`src/rtl/wb_commit_pkg.sv`:
```
// Shared definitions for the writeback/commit stage: EFLAGS bit positions,
// operand-width encodings, reset constants and the FSM state type.
package wb_commit_pkg;

   localparam int EFLAGS_CF = 0;
   localparam int EFLAGS_PF = 2;
   localparam int EFLAGS_ZF = 6;
   localparam int EFLAGS_SF = 7;
   localparam int EFLAGS_OF = 11;

   localparam logic [1:0] WB_W8  = 2'b00;
   localparam logic [1:0] WB_W16 = 2'b01;
   localparam logic [1:0] WB_W32 = 2'b10;

   localparam logic [31:0] EFLAGS_RESET = 32'h0000_0002;

   typedef enum logic {
      ST_IDLE = 1'b0,
      ST_WR1  = 1'b1
   } state_t;

   // mask/status are packed {CF,PF,ZF,SF,OF}, CF in the MSB
   function automatic logic [31:0] merge_flags(input logic [31:0] flags,
                                               input logic [4:0]  mask,
                                               input logic [4:0]  status);
      logic [31:0] r;
      r = flags;
      if (mask[4]) r[EFLAGS_CF] = status[4];
      if (mask[3]) r[EFLAGS_PF] = status[3];
      if (mask[2]) r[EFLAGS_ZF] = status[2];
      if (mask[1]) r[EFLAGS_SF] = status[1];
      if (mask[0]) r[EFLAGS_OF] = status[0];
      r[1] = 1'b1;
      return r;
   endfunction

endpackage

```
`src/rtl/wb_commit_align.sv`:
```
// Lane alignment for one register-file write: maps (idx, width, data) to the
// physical GPR index, lane-positioned data and byte enables.
module wb_align
   import wb_commit_pkg::*;
(
   input  logic [2:0]  idx,
   input  logic [1:0]  width,
   input  logic [31:0] data,
   output logic [2:0]  rf_idx,
   output logic [31:0] rf_data,
   output logic [3:0]  rf_be
);

   always_comb begin
      rf_idx  = idx;
      rf_data = data;
      rf_be   = 4'b1111;
      case (width)
         WB_W8: begin
            // encodings 4-7 are the high bytes AH/CH/DH/BH of regs 0-3
            if (idx[2]) begin
               rf_idx  = {1'b0, idx[1:0]};
               rf_data = {16'h0000, data[7:0], 8'h00};
               rf_be   = 4'b0010;
            end else begin
               rf_data = {24'h000000, data[7:0]};
               rf_be   = 4'b0001;
            end
         end
         WB_W16: begin
            rf_data = {16'h0000, data[15:0]};
            rf_be   = 4'b0011;
         end
         default: ;
      endcase
   end

endmodule

```
`src/rtl/wb_commit.sv`:
```
// Writeback/commit stage: drives the single register-file write port,
// serialises dual-destination instructions and owns architectural EFLAGS.
//
// state   | meaning
// --------+---------------------------------------------------------------
// ST_IDLE | ready; accepts one instruction and issues its first write
// ST_WR1  | second (wr1) write of a dual-destination instruction on rf_*
module wb_commit
   import wb_commit_pkg::*;
#(
   parameter int CNT_W = 32
) (
   input  logic             clk,
   input  logic             rst,
   input  logic             ex_valid,
   output logic             ex_ready,
   input  logic             ex_wr0_en,
   input  logic [2:0]       ex_wr0_idx,
   input  logic [31:0]      ex_wr0_data,
   input  logic             ex_wr1_en,
   input  logic [2:0]       ex_wr1_idx,
   input  logic [31:0]      ex_wr1_data,
   input  logic [1:0]       ex_width,
   input  logic [4:0]       ex_flags_mask,
   input  logic [4:0]       ex_status,
   output logic             rf_we,
   output logic [2:0]       rf_idx,
   output logic [31:0]      rf_data,
   output logic [3:0]       rf_be,
   output logic [31:0]      eflags,
   output logic             retire,
   output logic [CNT_W-1:0] retire_cnt
);

   state_t      state, state_nxt;
   logic        accept;
   logic        wr_nxt, retire_nxt, lat_en, use_lat;
   logic [2:0]  lat_idx;
   logic [31:0] lat_data;
   logic [1:0]  lat_width;
   logic [2:0]  sel_idx, al_idx;
   logic [31:0] sel_data, al_data;
   logic [1:0]  sel_width;
   logic [3:0]  al_be;

   assign ex_ready = (state == ST_IDLE) && !rst;
   assign accept   = ex_valid && ex_ready;

   always_comb begin
      state_nxt  = state;
      wr_nxt     = 1'b0;
      retire_nxt = 1'b0;
      lat_en     = 1'b0;
      use_lat    = 1'b0;
      case (state)
         ST_IDLE: begin
            if (accept) begin
               wr_nxt = ex_wr0_en || ex_wr1_en;
               if (ex_wr0_en && ex_wr1_en) begin
                  lat_en    = 1'b1;
                  state_nxt = ST_WR1;
               end else begin
                  retire_nxt = 1'b1;
               end
            end
         end
         ST_WR1: begin
            wr_nxt     = 1'b1;
            retire_nxt = 1'b1;
            use_lat    = 1'b1;
            state_nxt  = ST_IDLE;
         end
         default: state_nxt = ST_IDLE;
      endcase
   end

   // One aligner serves both slots: the wr1 write is either taken straight
   // from execute (wr0 disabled) or replayed from the latch in ST_WR1.
   always_comb begin
      sel_idx   = ex_wr1_idx;
      sel_data  = ex_wr1_data;
      sel_width = ex_width;
      if (use_lat) begin
         sel_idx   = lat_idx;
         sel_data  = lat_data;
         sel_width = lat_width;
      end else if (ex_wr0_en) begin
         sel_idx   = ex_wr0_idx;
         sel_data  = ex_wr0_data;
      end
   end

   wb_align u_align (
      .idx     (sel_idx),
      .width   (sel_width),
      .data    (sel_data),
      .rf_idx  (al_idx),
      .rf_data (al_data),
      .rf_be   (al_be)
   );

   always_ff @(posedge clk) begin
      if (rst) begin
         state      <= ST_IDLE;
         rf_we      <= 1'b0;
         rf_idx     <= 3'd0;
         rf_data    <= 32'd0;
         rf_be      <= 4'd0;
         retire     <= 1'b0;
         retire_cnt <= '0;
         eflags     <= EFLAGS_RESET;
         lat_idx    <= 3'd0;
         lat_data   <= 32'd0;
         lat_width  <= WB_W32;
      end else begin
         state   <= state_nxt;
         rf_we   <= wr_nxt;
         rf_idx  <= wr_nxt ? al_idx  : 3'd0;
         rf_data <= wr_nxt ? al_data : 32'd0;
         rf_be   <= wr_nxt ? al_be   : 4'd0;
         retire  <= retire_nxt;
         if (retire_nxt)
            retire_cnt <= retire_cnt + CNT_W'(1);
         if (accept)
            eflags <= merge_flags(eflags, ex_flags_mask, ex_status);
         if (lat_en) begin
            lat_idx   <= ex_wr1_idx;
            lat_data  <= ex_wr1_data;
            lat_width <= ex_width;
         end
      end
   end

endmodule

```
`config.mk`:
```
export PLATFORM = sky130hd
export DESIGN_NAME = wb_commit
export DESIGN_NICKNAME = d
export VERILOG_FILES = /design/src/rtl/wb_commit_pkg.sv /design/src/rtl/wb_commit_align.sv /design/src/rtl/wb_commit.sv
export SDC_FILE = /design/constraint.sdc
export NUM_CORES = 1
export LEC_CHECK = 0
export BUFFER_PORTS_ARGS = -buffer_cell sky130_fd_sc_hd__buf_2
export CAP_MARGIN = 5
export CELL_PAD_IN_SITES_DETAIL_PLACEMENT = 0
export CELL_PAD_IN_SITES_GLOBAL_PLACEMENT = 2
export CORE_MARGIN = 5
export CORE_UTILIZATION = 27
export DETAILED_ROUTE_END_ITERATION = 8
export PLACE_DENSITY_LB_ADDON = 0.1
export SETUP_SLACK_MARGIN = 0.15
export SLEW_MARGIN = 20
export SYNTH_ARGS = -nofsm -noshare
export SYNTH_HDL_FRONTEND = slang
export SYNTH_SLANG_ARGS = --single-unit
```
`constraint.sdc`:
```
create_clock -name clk -period 2.25 [get_ports clk]
set_input_delay 0.3375 -clock clk [delete_from_list [all_inputs] [get_ports clk]]
set_output_delay 0.3375 -clock clk [all_outputs]
set_load 0.05 [all_outputs]
```
== Word level (Yosys, flattened, before mapping) ==
Cells that the tools add are included.
Storage, ports and cells
  output and inout bits: 106
  bits in registers: 116
  input port bits: 87
  word-level logic and storage cells: 52
Operators by class
  bitwise operators: 2
  reduce and logical (&&, ||, !) cells: 13
  $add $sub $neg: 1
  equality and inequality tests: 1
  multiplexer cells: 19
Operator list (count)
  2-to-1 mux 32 bit: 2
  one-hot mux 32 bit (2 select lines): 1
  adder 32 x 1 -> 32 bit (second input constant): 1
  2-to-1 mux 16 bit: 1
  AND reduction 2 bit: 5
  one-hot mux 4 bit (2 select lines): 1
  2-to-1 mux 1 bit: 7
  2-to-1 mux 3 bit: 2
  one-hot mux 1 bit (2 select lines): 3
  2-to-1 mux 2 bit: 2
  logical AND 1 bit: 3
  OR reduction 3 bit: 1
  == test 2 x 1 -> 1 bit (second input constant): 1
  zero test 2 bit: 1
  NOT 1 bit: 2
  OR reduction 2 bit: 1
  zero test 1 bit: 1
  logical OR 1 bit: 1

== Logic depth before layout (Yosys ltp) ==
Gate-level depths: netlist of the first run.
  depth in word-level cells: 7
  gate-level depth with buffers: 9
  mapped depth without buffers: 6

== Modules after synthesis ==
A second synthesis of the first run with hierarchy kept.
Unflattened totals
  cells, all modules: 676
  area total of the unflattened synthesis: 5446.5 um2
Modules (own cells, without submodules)
  wb_commit: cells an instance 613, area each 5071.1 um2, times used 1, sequential area each 2322.2 um2
  wb_align: cells an instance 63, area each 375.4 um2, times used 1, sequential area each 0.0 um2

== Least setup slack after synthesis of the first run ==
OpenSTA, ideal clock, no wires.
  path type: reg2reg
  start point: reg retire_cnt[4]
  end point: reg retire_cnt[30]
  library setup time: 70 ps
  setup slack: -239 ps
  stages on the path, launching flop included: 7
  clock period less this slack: 2489 ps
  buffers on the path: 1
  required time: 2180 ps
  arrival time: 2419 ps
  cell sequence: dfxtp_1 > and4_4 > nand3_4 > or4_4 > buf_6 > or4_1 > a21oi_1
On the way
  longest elaborated chain between the ends: 1
RTL lines
  start, declared: RTL line wb_commit.sv:32  | output logic [CNT_W-1:0] retire_cnt
  start signal, assigned: RTL line wb_commit.sv:123  | retire_cnt <= retire_cnt + CNT_W'(1);
  adder 32 x 1 -> 32 bit: RTL line wb_commit.sv:123
No other way between the ends.
A chain may end at the register's enable or synchronous reset.

== Worst setup path in the final report of the first run ==
  start point: reg retire_cnt[9]
  end point: reg retire_cnt[28]
Same word-level chain as after synthesis.

==> results of run 1 <==
[per-stage QoR]
stage,setup WS [ns],util (%),power [W],area (um^2),instances
after CTS,0.206,36.9,0.00553,6650,1016
final,0.229,36.9,0.00543,6650,1016
after floorplan,0.151,-,0.00262,5150,635
after global placement,0.222,33.6,0.00279,6050,984
after global routing,0.157,36.9,0.00567,6650,1016
after detailed placement,0.220,33.6,0.00279,6050,984
[flip-flops by register name (all words and copies together), names as in the netlist]
name        flops
rf_idx          3
rf_be           3
rf_data        32
lat_idx         3
rf_we           1
retire          1
eflags          5
state           1
lat_data       32
lat_width       2
retire_cnt     32
[repair_timing]
| action | CTS | global route |
|---|---|---|
| buffers inserted | 0 | 0 |
| endpoints found under the hold margin | 0 | 0 |
| resized for setup | 0 | 2 |
| setup endpoints to repair | 0 | 2 |
[per-layer routing]
metal  part of all wire, %  vias up  wire length [um]
li1                      -     2331                 -
met1                    45     2091              6880
met2                    48      124              7410
met3                   5.9       10               904
met4                   1.1        0               165
met5                     0        -                 0
[report_power, final]
part / total, W / internal, W / switching, W
clock network: 0.00269 / 0.00173 / 0.000953
logic: 0.000646 / 0.000184 / 0.000462
registers: 0.00210 / 0.00207 / 0.0000221
total: 0.00543 / 0.00399 / 0.00144
[layout by cell type (no fill, tap or decap), types with 3 or more instances in the layout]
master,instances
xor2_1,4
clkbuf_16,19
conb_1,27
buf_2,165
xnor2_1,21
nand3_1,10
mux2i_1,35
o22ai_1,8
nand2_1,105
nand4_1,8
and3_1,4
dfxtp_1,92
or3_2,3
nor4_1,12
clkbuf_8,3
buf_4,19
nor3_1,6
clkinv_2,3
dfxtp_2,7
dfxtp_4,16
clkbuf_1,3
o21ai_0,5
inv_1,6
a21oi_1,85
nor2_1,91
[cell type report]
cell class	instances	area, um^2
fillers	1924	11400
well taps	229	287
clock inverters	7	66.3
multi-input cells	449	2390
inverters	6	22.5
clock buffers	25	528
repair buffers	185	988
flip-flops and latches	115	2370
[synth_stat cells (4+ instances only)]
cell | number | area, um^2
nand3_1 | 11 | 55.1
nand2_1 | 105 | 394
dfxtp_1 | 115 | 2300
mux2i_1 | 35 | 350
nor4_1 | 12 | 75.1
nor3_1 | 6 | 30.0
nand4_1 | 8 | 50.1
o21ai_0 | 5 | 25.0
o22ai_1 | 8 | 50.1
buf_4 | 29 | 218
a21oi_1 | 85 | 425
and3_1 | 5 | 31.3
inv_1 | 6 | 22.5
nor2_1 | 91 | 342
buf_1 | 7 | 26.3
xnor2_1 | 21 | 184
clkbuf_1 | 26 | 97.6
xor2_1 | 4 | 35.0
[cell families after synthesis]
group | synth area share (%)
AND/OR/NAND/NOR | 22.8
adder cells (fa/ha/maj) | 0.252
buffers and inverters | 7.75
other | 0.151
flip-flops | 46.3
XOR/XNOR | 4.40
multiplexers | 7.27
AO/OA/AOI/OAI | 11.0
[worst min-delay path by stage]
stage	to	slack, ns
5_1_grt	lat_data[26]$_SDFFE_PP0P_	0.15
3_5_place_dp	eflags[7]$_SDFFE_PP0P_	0.45
3_3_place_gp	eflags[7]$_SDFFE_PP0P_	0.44
4_1_cts	lat_width[1]$_SDFFE_PP1P_	0.15
6_report	lat_width[1]$_SDFFE_PP1P_	0.17
2_1_floorplan	lat_width[0]$_SDFFE_PP0P_	0.44
[worst register-to-register path, delay by kind of cell, from the launching register on]
family / cells / cell delay, ns
DFF: 1 / 0.36
AOI/OAI and AO/OA: 1 / 0.14
and+or+nand+nor: 4 / 1.44
==> metrics.log, run 1 <==
[metrics] Die W: 146 um
[metrics] clock latency reported for the late side of the worst-skew pair: 0.41 ns
[metrics] hold_sp: ex_width[1]
[metrics] count of cell types in the netlist: 40
[metrics] time the worst path needs with I/O delays and setup: 2.02 ns
[metrics] Post-DP HPWL: 11.0 mm
[metrics] number of storage elements in the synthesis netlist: 115
[metrics] asr flop ratio synth: 0%
[metrics] netlist area before placement: 4970 um^2
[metrics] routed wire length: 15.4 mm
[metrics] Max Cap Viol: 0
[metrics] Achievable Freq: 0.495 GHz
[metrics] sum of negative setup slack: 0 ns
[metrics] run status: finished clean
[metrics] Initial Utilization: 27.6%
[metrics] met3 usage in global routing: 4.95%
[metrics] drt first pass iters: 5
[metrics] Critical Path Start Type: flip-flop
[metrics] Tot GR Track Use: 14.4%
[metrics] number of cells on the worst hold path: 3
[metrics] global routing met1 resource utilization: 17.6%
[metrics] vias per cell: 4.48
[metrics] setup skew after layout: 0.0105 ns
[metrics] slew at the pin with the worst max-slew slack: 0.541 ns
[metrics] net count of the finished layout: 862
[metrics] start point of the critical path: retire_cnt[9]$_SDFFE_PP0P_
[metrics] Clock transition at path regs: 0.05 ns
[metrics] master of the slowest instance on the critical path: or4_4
[metrics] vias in the first global route: 4,631
[metrics] critical setup path kind: reg2reg
[metrics] unrepaired setup endpoints after global routing: false
[metrics] Crit path buffers/inverters: 0
[metrics] WHS: 0.173 ns
[metrics] overflow left after global routing: 0
[metrics] total core area: 18,000 um^2
[metrics] FF-to-FF path depth: 5
[metrics] Final Hold Violating Endpoints: 0
[metrics] series of cell instances along the critical path: and3_2 > nand3_1 > or4_4 > or4_1 > a21oi_1
[metrics] Die Area: 21,200 um^2
[metrics] R2R Path Start: retire_cnt[9]$_SDFFE_PP0P_
[metrics] leak pwr: 2.96 nW
[metrics] initial antenna violation count: 0
[metrics] depth of the critical timing path with buffers and inverters included: 5
[metrics] share of layout cells above drive strength 1: 32.1%
[metrics] cell type group with the largest total delay on the critical path: simple AND/OR/NAND/NOR gates
[metrics] met2 track demand over resource in global routing: 23.7%
[metrics] routed vias: 4,556
[metrics] WP data arrival: 2.36 ns
[metrics] part of the Yosys area used for sequential elements: 46.3%
[metrics] number of flops mapped to enable cells by yosys: 0
[metrics] crit path capture type: flip-flop
[metrics] pin count of the biggest net entering global routing: 49
[metrics] type of the worst min-delay path: in2reg
[metrics] gpl congestion: 0.766
[metrics] post-detailed-route wirelength per cell: 15.1 um
[metrics] commonest register cell after synthesis: dfxtp_1
[metrics] maximum clock insertion buffer count: 2
[metrics] final worst path period share: 89.8%
[metrics] endpoint required time on the critical path: 2.59 ns
[metrics] count of synthesis-stage warnings from yosys: 0
[metrics] remaining design rule violation count: 0
[metrics] Inserted Diodes: 0
[metrics] endpoint of the most critical setup path: retire_cnt[28]$_SDFFE_PP0P_
[metrics] peak-usage layer in the global routing report: met2
[metrics] power per standard cell area: 816 nW/um^2
[metrics] setup violation total in the final timing report: 0
[metrics] highest ir drop seen on vdd: 0.524 mV
[metrics] die span in y: 146 um
[metrics] number of buffers created by CTS: 17
[metrics] FP Rows: 49
[metrics] area growth from synthesis to layout: 33.8%
[metrics] TritonCTS Sinks: 115
[metrics] Avg Synthesized Cell Area: 8.15 um^2
[metrics] reg2reg setup slack: 0.23 ns
[metrics] remaining max-slew budget at the tightest pin: 63.9%
[metrics] delay of the slowest cell on the worst path: 0.60 ns
[metrics] gate count of the mapped netlist: 610
[metrics] num ports: 193
[metrics] Final Max Tran Viols: 0
[metrics] buffers added on ports: 165
[metrics] CTS H-tree lvls: 4
[metrics] clock root cell: clkbuf_16
[metrics] CTS Hold Bufs: 0
[metrics] Detailed Route Iter0 Violations: 131
[metrics] reg2reg end: retire_cnt[28]$_SDFFE_PP0P_
[metrics] TritonCTS clock tree: built
[metrics] wire length of the first global-routing pass: 24.7 mm
[metrics] largest fanout on the critical path: 11
[metrics] residual antenna-violating net count after detailed routing: 0
(Power assumes the default switching activity.)
==> inputs of run 2 (changes only) <==
--- a/config.mk
+++ b/config.mk
@@ -13,6 +13,7 @@
 export CORE_UTILIZATION = 27
 export DETAILED_ROUTE_END_ITERATION = 8
 export PLACE_DENSITY_LB_ADDON = 0.1
+export RECOVER_POWER = 50
 export SETUP_SLACK_MARGIN = 0.15
 export SLEW_MARGIN = 20
 export SYNTH_ARGS = -nofsm -noshare
==> run 2 against run 1 <==
Net effect:
- clock-buffer cell count unchanged
- sequential power hardly changed
- power is 0.32% lower
- maximum frequency shrank 2.6%
- final cell count unchanged
- non-clock buffer count stayed put
==> metrics.log, run 2 (same netlist as run 1, synthesis figures left out) <==
[metrics] share of layout cells above drive strength 1: 22.4% (-9.8 points)
[metrics] Post-DP HPWL: 11.0 mm (unchanged)
[metrics] remaining max-slew budget at the tightest pin: 30.7% (-33 points)
[metrics] TritonCTS Sinks: 115 (unchanged)
[metrics] setup skew after layout: 0.00705 ns (-0.00346 ns)
[metrics] overflow left after global routing: 0 (unchanged)
[metrics] maximum clock insertion buffer count: 2 (unchanged)
[metrics] buffers added on ports: 165 (unchanged)
[metrics] largest fanout on the critical path: 11 (unchanged)
[metrics] Inserted Diodes: 0 (unchanged)
[metrics] pin count of the biggest net entering global routing: 49 (unchanged)
[metrics] residual antenna-violating net count after detailed routing: 0 (unchanged)
[metrics] endpoint required time on the critical path: 2.58 ns (about the same)
[metrics] slew at the pin with the worst max-slew slack: 1.04 ns (+0.499 ns)
[metrics] Clock transition at path regs: 0.06 ns (about the same)
[metrics] num ports: 193 (unchanged)
[metrics] R2R Path Start: retire_cnt[4]$_SDFFE_PP0P_
[metrics] FF-to-FF path depth: 5 (unchanged)
[metrics] Pint: 0.00398 W (-0.32%)
[metrics] Final Max Tran Viols: 0 (unchanged)
[metrics] leading cell types in the layout, fill and taps excluded: nand2_1, dfxtp_1, nor2_1, buf_2, a21oi_1
[metrics] clock root cell: clkbuf_16
[metrics] FP Rows: 49 (unchanged)
[metrics] TritonCTS clock tree: built
[metrics] sw frac: 26.5% (about the same)
[metrics] area of combinational cells with multiple inputs: 2390 um^2 (-0.10%)
[metrics] wire length of the first global-routing pass: 24.7 mm (unchanged)
[metrics] Final Hold Violating Endpoints: 0 (unchanged)
[metrics] filler cell count in the final layout: 1,971 (+2.4%)
[metrics] reg2reg end: retire_cnt[28]$_SDFFE_PP0P_
[metrics] worst setup slack after layout: 0.174 ns (-0.0549 ns)
[metrics] sequential standard cell area: 2370 um^2 (about the same)
[metrics] net count of the finished layout: 862 (unchanged)
[metrics] remaining design rule violation count: 0 (unchanged)
[metrics] crit path capture type: flip-flop
[metrics] Placement Setup Slack: 0.220 ns (unchanged)
[metrics] number of cells on the worst hold path: 3 (unchanged)
[metrics] cell type group with the largest total delay on the critical path: simple AND/OR/NAND/NOR gates
[metrics] initial antenna violation count: 0 (unchanged)
[metrics] power per standard cell area: 826 nW/um^2 (+1.3%)
[metrics] hold path endpoint: eflags[2]$_SDFFE_PP0P_
[metrics] CTS Hold Bufs: 0 (unchanged)
[metrics] Max Cap Viol: 0 (unchanged)
[metrics] sum of negative setup slack: 0 ns (unchanged)
[metrics] gpl congestion: 0.766 (unchanged)
[metrics] time the worst path needs with I/O delays and setup: 2.08 ns (+0.0549 ns)
[metrics] Psw: 0.00143 W (-0.32%)
[metrics] Tot GR Track Use: 14.4% (unchanged)
[metrics] clock latency reported for the late side of the worst-skew pair: 0.41 ns (about the same)
[metrics] run status: finished clean
[metrics] register share of total power: 38.8% (+0.2 points)
[metrics] series of cell instances along the critical path: and4_1 > nand3_4 > or4_4 > or4_1 > a21oi_1
[metrics] setup violation total in the final timing report: 0 (unchanged)
[metrics] vias per cell: 4.50 (+0.24%)
[metrics] leading registers by flop count: lat_data (32), retire_cnt (32), rf_data (32)
[metrics] WP data arrival: 2.40 ns (+0.04 ns)
[metrics] post-detailed-route wirelength per cell: 15.1 um (-0.38%)
[metrics] Crit path buffers/inverters: 0 (unchanged)
[metrics] routed wire length: 15.3 mm (-0.38%)
[metrics] die span in y: 146 um (unchanged)
[metrics] type of the worst min-delay path: in2reg
[metrics] hold_sp: ex_status[3]
[metrics] critical setup path kind: reg2reg
[metrics] master of the slowest instance on the critical path: or4_1
[metrics] routed vias: 4,567 (+0.24%)
[metrics] Detailed Route Iter0 Violations: 118 (-9.9%)
[metrics] final worst path period share: 92.2% (+2.4 points)
[metrics] highest ir drop seen on vdd: 0.521 mV (-0.61%)
[metrics] delay of the slowest cell on the worst path: 0.52 ns (-0.08 ns)
[metrics] vias in the first global route: 4,631 (unchanged)
[metrics] part of the power in the clock network: 49.6% (about the same)
[metrics] Initial Utilization: 27.6% (unchanged)
[metrics] Die Area: 21,200 um^2 (unchanged)
[metrics] leak pwr: 2.64 nW (-11%)
[metrics] CTS H-tree lvls: 4 (unchanged)
[metrics] number of buffers created by CTS: 17 (unchanged)
[metrics] total core area: 18,000 um^2 (unchanged)
[metrics] Die W: 146 um (unchanged)
[metrics] area growth from synthesis to layout: 31.7%
[metrics] unrepaired setup endpoints after global routing: false
[metrics] part of the power in combinational logic: 11.7% (-0.2 points)
[metrics] Achievable Freq: 0.482 GHz (-2.6%)
[metrics] reg2reg setup slack: 0.17 ns (-0.05 ns)
[metrics] Layout Utilization: 36.3% (-0.58 points)
[metrics] Critical Path Start Type: flip-flop
[metrics] drt first pass iters: 6 (+1)
[metrics] leading cell type in the layout, fill and taps excluded: nand2_1
[run 2: cell types whose count changed in the layout (fill, tap and decap cells not counted)]
cell and change:
and4_1 +1, and4_4 -1, buf_2 -74, buf_4 -3
clkbuf_1 +75, clkbuf_2 +2, dfxtp_1 +1, dfxtp_2 -1
[run 2: worst reg2reg max path: stages (launching register included)]
cell and delay (ns):
dfxtp_4 0.37, and4_1 0.32, nand3_4 0.14, or4_4 0.51, or4_1 0.52, a21oi_1 0.14
[run 2: how the worst max path moves through the flow]
stage | from | end | slack [ns] | cells past startpoint
3_5_place_dp | ex_wr0_en | retire_cnt[28]$_SDFFE_PP0P_ | 0.22 | 6
2_1_floorplan | retire_cnt[9]$_SDFFE_PP0P_ | retire_cnt[30]$_SDFFE_PP0P_ | 0.15 | 6
3_3_place_gp | ex_wr0_en | retire_cnt[28]$_SDFFE_PP0P_ | 0.22 | 6
6_report | retire_cnt[4]$_SDFFE_PP0P_ | retire_cnt[28]$_SDFFE_PP0P_ | 0.17 | 5
4_1_cts | retire_cnt[17]$_SDFFE_PP0P_ | retire_cnt[28]$_SDFFE_PP0P_ | 0.21 | 5
5_1_grt | retire_cnt[4]$_SDFFE_PP0P_ | retire_cnt[28]$_SDFFE_PP0P_ | 0.09 | 5
[run 2: power groups by stage]
stage | Sequential [W] | Combinational, W | Clock [W]
finish | 0.00210 | 0.000632 | 0.00268
floorplan | 0.00227 | 0.000350 | 0
detailed placement | 0.00214 | 0.000653 | 0
global placement | 0.00214 | 0.000655 | 0
global route | 0.00210 | 0.000691 | 0.00287
CTS | 0.00210 | 0.000654 | 0.00278
[run 2: metal layers]
metal	share of wire [%]	track usage, %
met4	0.87	4.43
met5	0	0
met2	48	23.7
met1	45	17.6
met3	6.0	4.95
[run 2: final cells by class]
type	count	area share [%]
repair buffers	185	13.5
well taps	229	4.38
flip-flops and latches	115	36.2
multi-input cells	449	36.5
clock inverters	7	1.01
inverters	6	0.344
clock buffers	25	8.06
[run 2: per-stage QoR]
stage	hold WS, ns	total power [W]	cells	area [um^2]
6_report	0.177	0.00541	1016	6550
5_1_grt	0.153	0.00566	1016	6550
4_1_cts	0.150	0.00553	1016	6650
3_5_place_dp	0.449	0.00279	984	6050
3_3_place_gp	0.443	0.00279	984	6050
2_1_floorplan	0.436	0.00262	635	5150
[run 2: timing repair]
item                                    CTS  global route
endpoints found under the setup margin    0             2
buffers inserted                          0             0
gates resized for setup                   0             2
==> inputs of run 3 (changes only) <==
--- a/config.mk
+++ b/config.mk
@@ -9,10 +9,10 @@
 export CAP_MARGIN = 5
 export CELL_PAD_IN_SITES_DETAIL_PLACEMENT = 0
 export CELL_PAD_IN_SITES_GLOBAL_PLACEMENT = 2
-export CORE_MARGIN = 5
+export CORE_MARGIN = 2
 export CORE_UTILIZATION = 27
 export DETAILED_ROUTE_END_ITERATION = 8
-export PLACE_DENSITY_LB_ADDON = 0.1
+export PLACE_DENSITY = 0.86
 export RECOVER_POWER = 50
 export SETUP_SLACK_MARGIN = 0.15
 export SLEW_MARGIN = 20
==> run 3 against run 2 <==
Net effect:
- clock-buffer cell count down 6
- sequential power about the same
- register-to-register slack about the same
- hold slack worse by 0.0086 ns
- cell area down 0.46%
- clock power down 5%
- via count down 0.33%
==> metrics.log, run 3 (same netlist as run 1, synthesis figures left out) <==
[metrics] hold path endpoint: lat_data[2]$_SDFFE_PP0P_
[metrics] CTS H-tree lvls: 4 (unchanged)
[metrics] Inserted Diodes: 0 (unchanged)
[metrics] post-detailed-route wirelength per cell: 13.8 um (-8.4%)
[metrics] WP data arrival: 2.38 ns (-0.02 ns)
[metrics] Detailed Route Iter0 Violations: 198 (+68%)
[metrics] vias per cell: 4.49 (-0.13%)
[metrics] worst setup slack after layout: 0.189 ns (+0.0141 ns)
[metrics] number of cells on the worst hold path: 3 (unchanged)
[metrics] Die Area: 19,500 um^2 (-8.1%)
[metrics] Final Hold Violating Endpoints: 0 (unchanged)
[metrics] area growth from synthesis to layout: 31.1%
[metrics] drt first pass iters: 4 (-2)
[metrics] reg2reg end: retire_cnt[28]$_SDFFE_PP0P_
[metrics] buffers added on ports: 165 (unchanged)
[metrics] overflow left after global routing: 0 (unchanged)
[metrics] CTS Hold Bufs: 0 (unchanged)
[metrics] series of cell instances along the critical path: and4_2 > nand3_2 > or4_4 > or4_1 > a21oi_1
[metrics] leading cell types in the layout, fill and taps excluded: nand2_1, dfxtp_1, nor2_1
[metrics] delay of the slowest cell on the worst path: 0.59 ns (+0.07 ns)
[metrics] TritonCTS Sinks: 115 (unchanged)
[metrics] largest fanout on the critical path: 11 (unchanged)
[metrics] die span in y: 140 um (-4.1%)
[metrics] Critical Path Start Type: flip-flop
[metrics] time the worst path needs with I/O delays and setup: 2.06 ns (-0.0141 ns)
[metrics] Final Power: 0.00526 W (-2.8%)
[metrics] wire length of the first global-routing pass: 22.5 mm (-8.7%)
[metrics] maximum clock insertion buffer count: 2 (unchanged)
[metrics] routed wire length: 14.0 mm (-8.5%)
[metrics] num ports: 193 (unchanged)
[metrics] setup violation total in the final timing report: 0 (unchanged)
[metrics] number of buffers created by CTS: 17 (unchanged)
[metrics] pin count of the biggest net entering global routing: 67 (+37%)
[metrics] power per standard cell area: 807 nW/um^2 (-2.4%)
[metrics] Final Max Tran Viols: 0 (unchanged)
[metrics] remaining design rule violation count: 0 (unchanged)
[metrics] gpl congestion: 0.768 (+0.25%)
[metrics] leading registers by flop count: lat_data (32), retire_cnt (32), rf_data (32)
[metrics] Post-DP HPWL: 9.73 mm (-12%)
[metrics] clock root cell: clkbuf_16
[metrics] cell type group with the largest total delay on the critical path: simple AND/OR/NAND/NOR gates
[metrics] R2R Path Start: retire_cnt[12]$_SDFFE_PP0P_
[metrics] vias in the first global route: 4,365 (-5.7%)
[metrics] final worst path period share: 91.6% (-0.63 points)
[metrics] type of the worst min-delay path: in2reg
[metrics] TritonCTS clock tree: built
[metrics] endpoint required time on the critical path: 2.57 ns (about the same)
[metrics] initial antenna violation count: 0 (unchanged)
[metrics] WHS: 0.168 ns (-0.00856 ns)
[metrics] residual antenna-violating net count after detailed routing: 0 (unchanged)
[metrics] Crit path buffers/inverters: 0 (unchanged)
[metrics] clock latency reported for the late side of the worst-skew pair: 0.41 ns (about the same)
[metrics] highest ir drop seen on vdd: 0.505 mV (-3.1%)
[metrics] critical setup path kind: reg2reg
[metrics] Placement Setup Slack: 0.199 ns (-0.0212 ns)
[metrics] Max Cap Viol: 0 (unchanged)
[metrics] Clock transition at path regs: 0.06 ns (about the same)
[metrics] Die W: 140 um (-4.1%)
[metrics] reg2reg setup slack: 0.19 ns (about the same)
[metrics] leading cell type in the layout, fill and taps excluded: nand2_1
[metrics] total core area: 18,000 um^2 (unchanged)
[metrics] net count of the finished layout: 861 (-0.12%)
[metrics] FP Rows: 49 (unchanged)
[metrics] sum of negative setup slack: 0 ns (unchanged)
[metrics] unrepaired setup endpoints after global routing: true
[metrics] Tot GR Track Use: 14.4% (+0.032 points)
[metrics] Initial Utilization: 27.6% (unchanged)
[metrics] remaining max-slew budget at the tightest pin: 1.91% (-29 points)
[metrics] share of layout cells above drive strength 1: 22.2% (-0.20 points)
[metrics] Achievable Freq: 0.485 GHz (+0.68%)
[metrics] slew at the pin with the worst max-slew slack: 1.47 ns (+0.432 ns)
[metrics] crit path capture type: flip-flop
[metrics] FF-to-FF path depth: 5 (unchanged)
[metrics] run status: finished clean
[metrics] leak pwr: 2.61 nW (-1.1%)
[metrics] hold_sp: ex_wr1_data[2]
[metrics] routed vias: 4,552 (-0.33%)
[metrics] setup skew after layout: 0.0125 ns (+0.00545 ns)
[metrics] master of the slowest instance on the critical path: or4_4
run 3: worst max-delay path by stage:
stage | startpoint | slack [ns] | depth (start not counted) | end
floorplan | retire_cnt[9]$_SDFFE_PP0P_ | 0.15 | 6 | retire_cnt[30]$_SDFFE_PP0P_
global placement | ex_wr0_en | 0.21 | 6 | retire_cnt[28]$_SDFFE_PP0P_
detailed placement | ex_wr0_en | 0.20 | 6 | retire_cnt[28]$_SDFFE_PP0P_
CTS | retire_cnt[9]$_SDFFE_PP0P_ | 0.22 | 5 | retire_cnt[28]$_SDFFE_PP0P_
global route | retire_cnt[14]$_SDFFE_PP0P_ | 0.12 | 5 | retire_cnt[28]$_SDFFE_PP0P_
finish | retire_cnt[12]$_SDFFE_PP0P_ | 0.19 | 5 | retire_cnt[28]$_SDFFE_PP0P_
run 3: cell type report:
class | instances | area (um^2)
clock buffer | 19 | 453
timing repair buffer | 184 | 891
fill | 1997 | 11500
multi-input combinational | 449 | 2390
inverter | 6 | 22.5
tap | 229 | 287
clock inverter | 12 | 106
sequential | 115 | 2370
run 3: repair_timing:
| item | in CTS | in global routing |
|---|---|---|
| endpoints found under the setup margin | 0 | 2 |
| buffers inserted | 0 | 1 |
| gates resized for setup | 0 | 1 |
run 3: layer usage:
metal  wire length, um  GRT usage, %
met1              6570          18.7
met2              6390          22.8
met3               921          4.96
met4               112          3.95
met5                 0             0
run 3: through the flow:
stage / area [um^2] / util [%] / cells
floorplan: 5150 / - / 635
global placement: 6050 / 33.6 / 982
detailed placement: 6050 / 33.6 / 982
CTS: 6610 / 36.7 / 1013
global route: 6520 / 36.2 / 1014
finish: 6520 / 36.2 / 1014
run 3: worst min-delay path, stage by stage:
cell and delay (ns):
buf_2 0.10, nand2_1 0.05, a21oi_1 0.05
run 3: power by group:
part / internal, W / switching, W
Combinational: 0.000169 / 0.000454
Clock: 0.00157 / 0.000972
Sequential: 0.00207 / 0.0000232
Total: 0.00381 / 0.00145
